[config.mk]
export PLATFORM = sky130hd
export DESIGN_NAME = aes_job_sched
export DESIGN_NICKNAME = d
export VERILOG_FILES = /design/src/rtl/aes_sched_pkg.sv /design/src/rtl/aes_rr_pick.sv /design/src/rtl/aes_job_sched.sv
export SDC_FILE = /design/constraint.sdc
export NUM_CORES = 1
export LEC_CHECK = 0
export CAP_MARGIN = 40
export CORE_AREA = 2 2 601 603
export CTS_BUF_LIST = sky130_fd_sc_hd__clkbuf_4
export DETAILED_ROUTE_END_ITERATION = 8
export DIE_AREA = 0 0 603 605
export GPL_TIMING_DRIVEN = 1
export PLACE_DENSITY = 0.3
export SLEW_MARGIN = 0
export SYNTH_ARGS = -nofsm -noshare
export SYNTH_HDL_FRONTEND = slang
export SYNTH_HIERARCHICAL = 1
export SYNTH_SLANG_ARGS = --single-unit
[constraint.sdc]
create_clock -name clk -period 8.6 [get_ports clk]
set_input_delay 2.15 -clock clk [delete_from_list [all_inputs] [get_ports clk]]
set_output_delay 2.15 -clock clk [all_outputs]
set_load 0.02 [all_outputs]
[src/rtl/aes_sched_pkg.sv]
// Shared types and constants for the AES job scheduler.
// Holds the FSM encoding, the AES block width and the default timeout.
package aes_sched_pkg;

  localparam int         BLK_W       = 128;
  localparam logic [7:0] TIMEOUT_DEF = 8'd63;

  typedef enum logic [1:0] {
    ST_IDLE = 2'd0,
    ST_RUN  = 2'd1,
    ST_RESP = 2'd2
  } state_t;

endpackage

[src/rtl/aes_rr_pick.sv]
// Round-robin requester selection: the first valid index at or above rr_ptr, wrapping.
// Purely combinational; the caller decides when a grant is actually taken.
module aes_rr_pick #(
  parameter  int NREQ = 4,
  localparam int IW   = $clog2(NREQ)
) (
  input  logic [NREQ-1:0] req_valid,
  input  logic [IW-1:0]   rr_ptr,
  output logic [NREQ-1:0] grant,
  output logic [IW-1:0]   index,
  output logic            any
);

  always_comb begin
    logic [IW-1:0] j;
    grant = '0;
    index = '0;
    any   = 1'b0;
    j     = '0;
    for (int i = 0; i < NREQ; i++) begin
      j = IW'((int'(rr_ptr) + i) % NREQ);
      if (!any && req_valid[j]) begin
        any      = 1'b1;
        grant[j] = 1'b1;
        index    = j;
      end
    end
  end

endmodule

[src/rtl/aes_job_sched.sv]
// Shares one AES core among NREQ requesters, one job at a time, with a RUN timeout.
//
// state   | meaning
// IDLE    | no job held; grant round-robin and latch text/key/index
// RUN     | core_start high, waiting for core_done or timeout
// RESP    | response presented until the consumer accepts it
module aes_job_sched
  import aes_sched_pkg::*;
#(
  parameter  int         NREQ    = 4,
  parameter  logic [7:0] TIMEOUT = TIMEOUT_DEF,
  localparam int         IW      = $clog2(NREQ)
) (
  input  logic                  clk,
  input  logic                  rstn,
  input  logic [NREQ-1:0]       req_valid,
  output logic [NREQ-1:0]       req_ready,
  input  logic [BLK_W*NREQ-1:0] req_text,
  input  logic [BLK_W*NREQ-1:0] req_key,
  output logic                  core_start,
  output logic [BLK_W-1:0]      core_text,
  output logic [BLK_W-1:0]      core_key,
  input  logic                  core_done,
  input  logic [BLK_W-1:0]      core_result,
  output logic                  resp_valid,
  input  logic                  resp_ready,
  output logic [BLK_W-1:0]      resp_data,
  output logic [IW-1:0]         resp_id,
  output logic                  resp_err
);

  state_t          state, state_nx;
  logic [IW-1:0]   rr_ptr;
  logic [7:0]      cnt;
  logic [NREQ-1:0] pick_grant;
  logic [IW-1:0]   pick_idx;
  logic            pick_any;
  logic            accept;

  aes_rr_pick #(.NREQ(NREQ)) u_pick (
    .req_valid (req_valid),
    .rr_ptr    (rr_ptr),
    .grant     (pick_grant),
    .index     (pick_idx),
    .any       (pick_any)
  );

  assign accept     = (state == ST_IDLE) && pick_any;
  // gated by rstn so the accept pulse vanishes the instant reset asserts
  assign req_ready  = (accept && rstn) ? pick_grant : '0;
  assign core_start = (state == ST_RUN);
  assign resp_valid = (state == ST_RESP);

  always_ff @(posedge clk or negedge rstn) begin
    if (!rstn) state <= ST_IDLE;
    else       state <= state_nx;
  end

  always_comb begin
    state_nx = state;
    case (state)
      ST_IDLE: if (pick_any) state_nx = ST_RUN;
      ST_RUN:  if (core_done || cnt == TIMEOUT) state_nx = ST_RESP;
      ST_RESP: if (resp_ready) state_nx = ST_IDLE;
      default: state_nx = ST_IDLE;
    endcase
  end

  always_ff @(posedge clk or negedge rstn) begin
    if (!rstn) begin
      rr_ptr    <= '0;
      cnt       <= '0;
      core_text <= '0;
      core_key  <= '0;
      resp_data <= '0;
      resp_id   <= '0;
      resp_err  <= 1'b0;
    end else begin
      if (accept) begin
        core_text <= req_text[pick_idx*BLK_W +: BLK_W];
        core_key  <= req_key[pick_idx*BLK_W +: BLK_W];
        resp_id   <= pick_idx;
        resp_data <= '0;
        resp_err  <= 1'b0;
        cnt       <= '0;
      end
      if (state == ST_RUN) begin
        if (cnt != TIMEOUT) cnt <= cnt + 8'd1;
        // a done arriving on the timeout cycle still counts as success
        if (core_done) begin
          resp_data <= core_result;
          resp_err  <= 1'b0;
        end else if (cnt == TIMEOUT) begin
          resp_data <= '0;
          resp_err  <= 1'b1;
        end
      end
      if (state == ST_RESP && resp_ready)
        rr_ptr <= (resp_id == IW'(NREQ-1)) ? '0 : resp_id + 1'b1;
    end
  end

endmodule

# Word-level counts from Yosys, hierarchy flattened
# Cells that the tools add are included.
# word_totals
register_bits	399
inputBits	1160
# op_classes
n_addsub	5
magnitude_cmp	8
n_eq_ne	8
n_shift	2
n_mux	45
n_bitwise	3
n_reduce_logical	16
# op_table
cell	count
$shiftx 512x10->128	2
$mux 128	4
$mux 8	3
$mux 4	5
$mux 1	16
$mux 2	8
$lt 2x3->1 const B	4
$or 4x4->4	3
$logic_and 1x1->1	10
$add 8x1->8 const B	1
$bmux 1 s2	4
$demux 1 s2	4
$eq 8x6->1 const B	1
$ge 2x1->1 const B	4
$ne 8x6->1 const B	1
$pmux 2 s3	1
$add 2x1->2 const B	2
$add 2x2->2 const B	2
$eq 2x2->1 const B	2
$ne 2x1->1 const B	2
$logic_not 1->1	3
$reduce_and 3->1	1
$eq 2x1->1 const B	1
$logic_not 2->1	1
2 further kinds	2

# Longest topological paths before layout
# logic_depth
depth_word	17
ltp_mapped	14
mapped_depth_nobuf	9

# Modules after synthesis
# The synthesis kept the hierarchy.
# modules_own_cells
mod	n_inst	cells_per_inst	area_each_um2	seq_area_each_um2
aes_job_sched	1	1761	21147.8	9984.6
aes_rr_pick	1	45	419.2	0.0

# Least setup slack after synthesis
# Ideal clock, no wire load.
# synth_path
kind	in2out
startpoint	input req_valid[2]
endpoint	output req_ready[2]
arrival_time_ps	3848
slack_ps	2602
cell_stages	8
n_path_buf	3
cell_sequence	mux4_2 > buf_6 > nor3_1 > nand2b_1 > nor3b_1 > clkbuf_1 > clkbuf_1 > and3_1
# synth_between
elab_chain_cells	15
elab_cells_between_ends	28
classes_between	mux (17); bitwise (3); reduce/logical (8)
# synth_lines
item	line_no	rtl
start, declared	aes_job_sched.sv:16	input logic [NREQ-1:0] req_valid,
$bmux 1 s2	aes_rr_pick.sv:22	if (!any && req_valid[j]) begin
$mux 1 (not written as such)	aes_rr_pick.sv:22	
$mux 1	aes_rr_pick.sv:22	
$logic_not 1->1	aes_rr_pick.sv:22	
$logic_and 1x1->1	aes_rr_pick.sv:22	
$mux 1	aes_rr_pick.sv:22	
$logic_not 1->1	aes_rr_pick.sv:22	
$logic_and 1x1->1	aes_rr_pick.sv:22	
$mux 1	aes_rr_pick.sv:22	
$logic_not 1->1	aes_rr_pick.sv:22	
$logic_and 1x1->1	aes_rr_pick.sv:22	
$mux 1 *	aes_rr_pick.sv:22	
named net pick_any	aes_job_sched.sv:37	logic pick_any;
$logic_and 1x1->1 *	aes_job_sched.sv:48	assign accept = (state == ST_IDLE) && pick_any;
$logic_and 1x1->1 *	aes_job_sched.sv:50	assign req_ready = (accept && rstn) ? pick_grant : '0;
$mux 4 *	aes_job_sched.sv:50	
end, declared	aes_job_sched.sv:17	output logic [NREQ-1:0] req_ready,
# The timed path passes the listed nets; every way through them passes the cells marked *. The select of a mux whose other input is x is not followed.

# Final worst setup path
# layout_path
startpoint	input req_valid[3]
endpoint	output req_ready[1]
# Same word-level chain as after synthesis.

==> impl_metrics.py <==
metrics = {
    "yosys": {
        "synth_top_area_share_pct": 46.3,
        "syn-num-nets": 2973,
        "ys_types": 49,
        "syn_inst": 1806,
        "seq_area_frac_synth_pct": 46.3,
        "ys_ff_latch": 399,
        "synth_flop_cell": "dfrtp_1",
        "synth_area_leader_cell": "dfrtp_1",
        "async_reset_ff_share_pct": 100,
        "synth.cell_area_um2": 21600,
        "synth_area_leaders": "dfrtp_1, mux4_2, nand2_1",
        "synth_edf_count": 0,
        "avgSynthCellArea_um2": 11.9,
        "yosysWarnings": 6,
    },
    "final_layout": {
        "layout_common_cells": "clkdlybuf4s50_1, nand2_1, dfrtp_1",
        "drive_above_1_share_pct": 17.6,
        "final_area_um2": 45200,
        "fin_nets": 4597,
        "final_common_cell": "clkdlybuf4s50_1",
        "syn_to_final_growth_pct": 110,
    },
    "floorplanning": {
        "rows": 220,
        "ios": 1553,
        "initial_utilization_pct": 6.02,
        "dieArea_um2": 365000,
        "core-area_um2": 358000,
        "chipHeight_um": 605,
        "die_w_um": 603,
    },
    "sta": {
        "setup_tns_ps": 0,
        "timing.fmax_mhz": 136,
        "tightest_slew_ps": 901,
        "finalHoldViolCount": 0,
        "slew_headroom_pct": 39.7,
        "worst_hold_slack_ps": 473,
        "period_needed_ps": 7350,
        "finalSetupViolCount": 0,
        "fin_crit_sh_pct": 85.5,
        "skew_ps": 159,
        "slew_viol_final": 0,
        "rsz0062_at_grt": "false",
    },
    "setup_path": {
        "cp-end-kind": "output port",
        "crit_path_start_kind": "input port",
        "arrival_ps": 5200,
        "cp_max_fo": 13,
        "worstSetupPathType": "in -> out",
        "required_ps": 6450,
    },
    "clock_tree": {
        "clk_latency_ps": 1220,
        "cts_max_level": 4,
        "cts_buffers": 161,
        "cts_root_buffer": "clkbuf_4",
        "cts_resized": 0,
        "clock_sinks": 399,
        "post_cts_buffers": 0,
        "path_clk_slew_ps": 50,
        "cts_hold_buf": 0,
        "clock_path_buffers": 4,
        "cts_tree": "done",
    },
    "detailed_routing": {
        "routedWlPerCell_um": 35.1,
        "drt-total-wl_mm": 294,
        "drt_first_pass_iters": 5,
        "antenna_left": 0,
        "drc": 0,
        "num_vias": 24900,
        "via_per_inst": 2.97,
        "drt_iter0_markers": 1946,
    },
    "pwr": {
        "powerDensity_nw_per_um2": 410,
        "finalPower_mw": 18.6,
        "ir_drop_mv": 0.299,
        "power_leakage_nw": 17.3,
    },
    "place": {
        "gp_congestion": 0.908,
        "port_buffers": 1552,
        "place_hpwl_mm": 259,
        "dpl_cell_area_um2": 43100,
    },
    "grt": {
        "grt_pass1_wl_mm": 351,
        "grt.total_usage_pct": 15.6,
        "grt_max_degree": 122,
        "grt-ovfl-total": 0,
        "antenna_found_initial": 345,
        "first_global_vias": 25100,
    },
    "run": {
        "cap_violations": 0,
    },
    "status": {
        "outcome": "finished, final reports clean",
    },
    "min_path": {
        "hp-class": "reg -> reg",
    },
}
[per-stage QoR]
stage          instances  worst slack (ps)  utilization (%)
6_report            8392              1250             12.6
5_1_grt             8338              1060             12.6
4_1_cts             8315              1170             12.6
3_5_place_dp        8040              1270             12.0
3_3_place_gp        8024              1420             11.9
2_1_floorplan       1806              2600                -
[cell usage after synthesis, types with 2 or more instances]
master      n
nand2_1   782
dfrtp_1   399
mux4_2    258
a22o_1     82
buf_2      62
clkbuf_1   48
a22o_2     47
buf_4      13
buf_12     11
a22oi_1     8
buf_1       8
inv_1       8
o21ai_0     8
buf_6       7
ha_1        7
mux2_2      5
mux2i_1     5
and3_1      4
nor2_1      4
a211oi_1    2
a21oi_1     2
and2_1      2
mux4_1      2
nand2b_1    2
nand3_1     2
nand4_1     2
nor3_1      2
o311ai_0    2
o31ai_1     2
[worst max-delay path, cell delays in order]
cell	delay [ps]
clkdlybuf4s50_1	550
mux4_2	460
nor3_1	140
nand2b_1	180
nor3b_2	710
and3_1	360
clkdlybuf4s50_1	640
[logic make-up after synthesis]
kind of cell             synth area share (%)
buffers and inverters                    4.39
multiplexers                             27.7
flip-flops                               46.3
AND/OR/NAND/NOR                          14.6
AO/OA/AOI/OAI                            6.58
adder cells (fa/ha/maj)                 0.406
[path summary, 6_finish.rpt]
check | from | endpoint | slack [ps] | cells after the start
min reg2reg | core_text[87] | core_text[87] | 470 | 2
max reg2reg | rr_ptr[0] | core_key[64] | 3340 | 12
max | req_valid[3] | req_ready[1] | 1250 | 7
max in group asynchronous | rstn | core_key[24] | 5320 | 5
min in group asynchronous | rstn | core_text[72] | 920 | 1
min | core_text[87] | core_text[87] | 470 | 2
[final cells by class]
| cell class | count | area (um^2) |
|---|---|---|
| Timing Repair Buffer | 1610 | 16400 |
| Clock buffer | 232 | 1740 |
| Tap cell | 4773 | 5970 |
| Clock inverter | 43 | 259 |
| Multi-Input combinational cell | 1250 | 10700 |
| Fill cell | 40700 | 313000 |
| Antenna cell | 77 | 193 |
| Inverter | 8 | 30.0 |
| Sequential cell | 399 | 9980 |
[metal layers]
| metal | GRT usage, % | vias to the layer above | wire length, um | part of all wire, % |
|---|---|---|---|---|
| li1 | - | 9961 | - | - |
| met1 | 17.9 | 12500 | 113000 | 38 |
| met2 | 25.3 | 1559 | 136000 | 46 |
| met3 | 8.21 | 681 | 36500 | 12 |
| met4 | 3.78 | 214 | 7750 | 2.6 |
| met5 | 0 | - | 1440 | 0.49 |
[state kept, by name (all words and copies together), names as in the netlist]
register / flops
resp_id: 2
state: 2
rr_ptr: 2
core_key: 128
core_text: 128
resp_data: 128
cnt: 8
resp_err: 1
[power by group]
part / switching (mW) / internal [mW]
clock network: 1.30 / 1.31
registers: 0.592 / 2.82
logic: 7.29 / 5.26
total: 9.18 / 9.39
No activity file was read; power rests on OpenSTA's default activity.
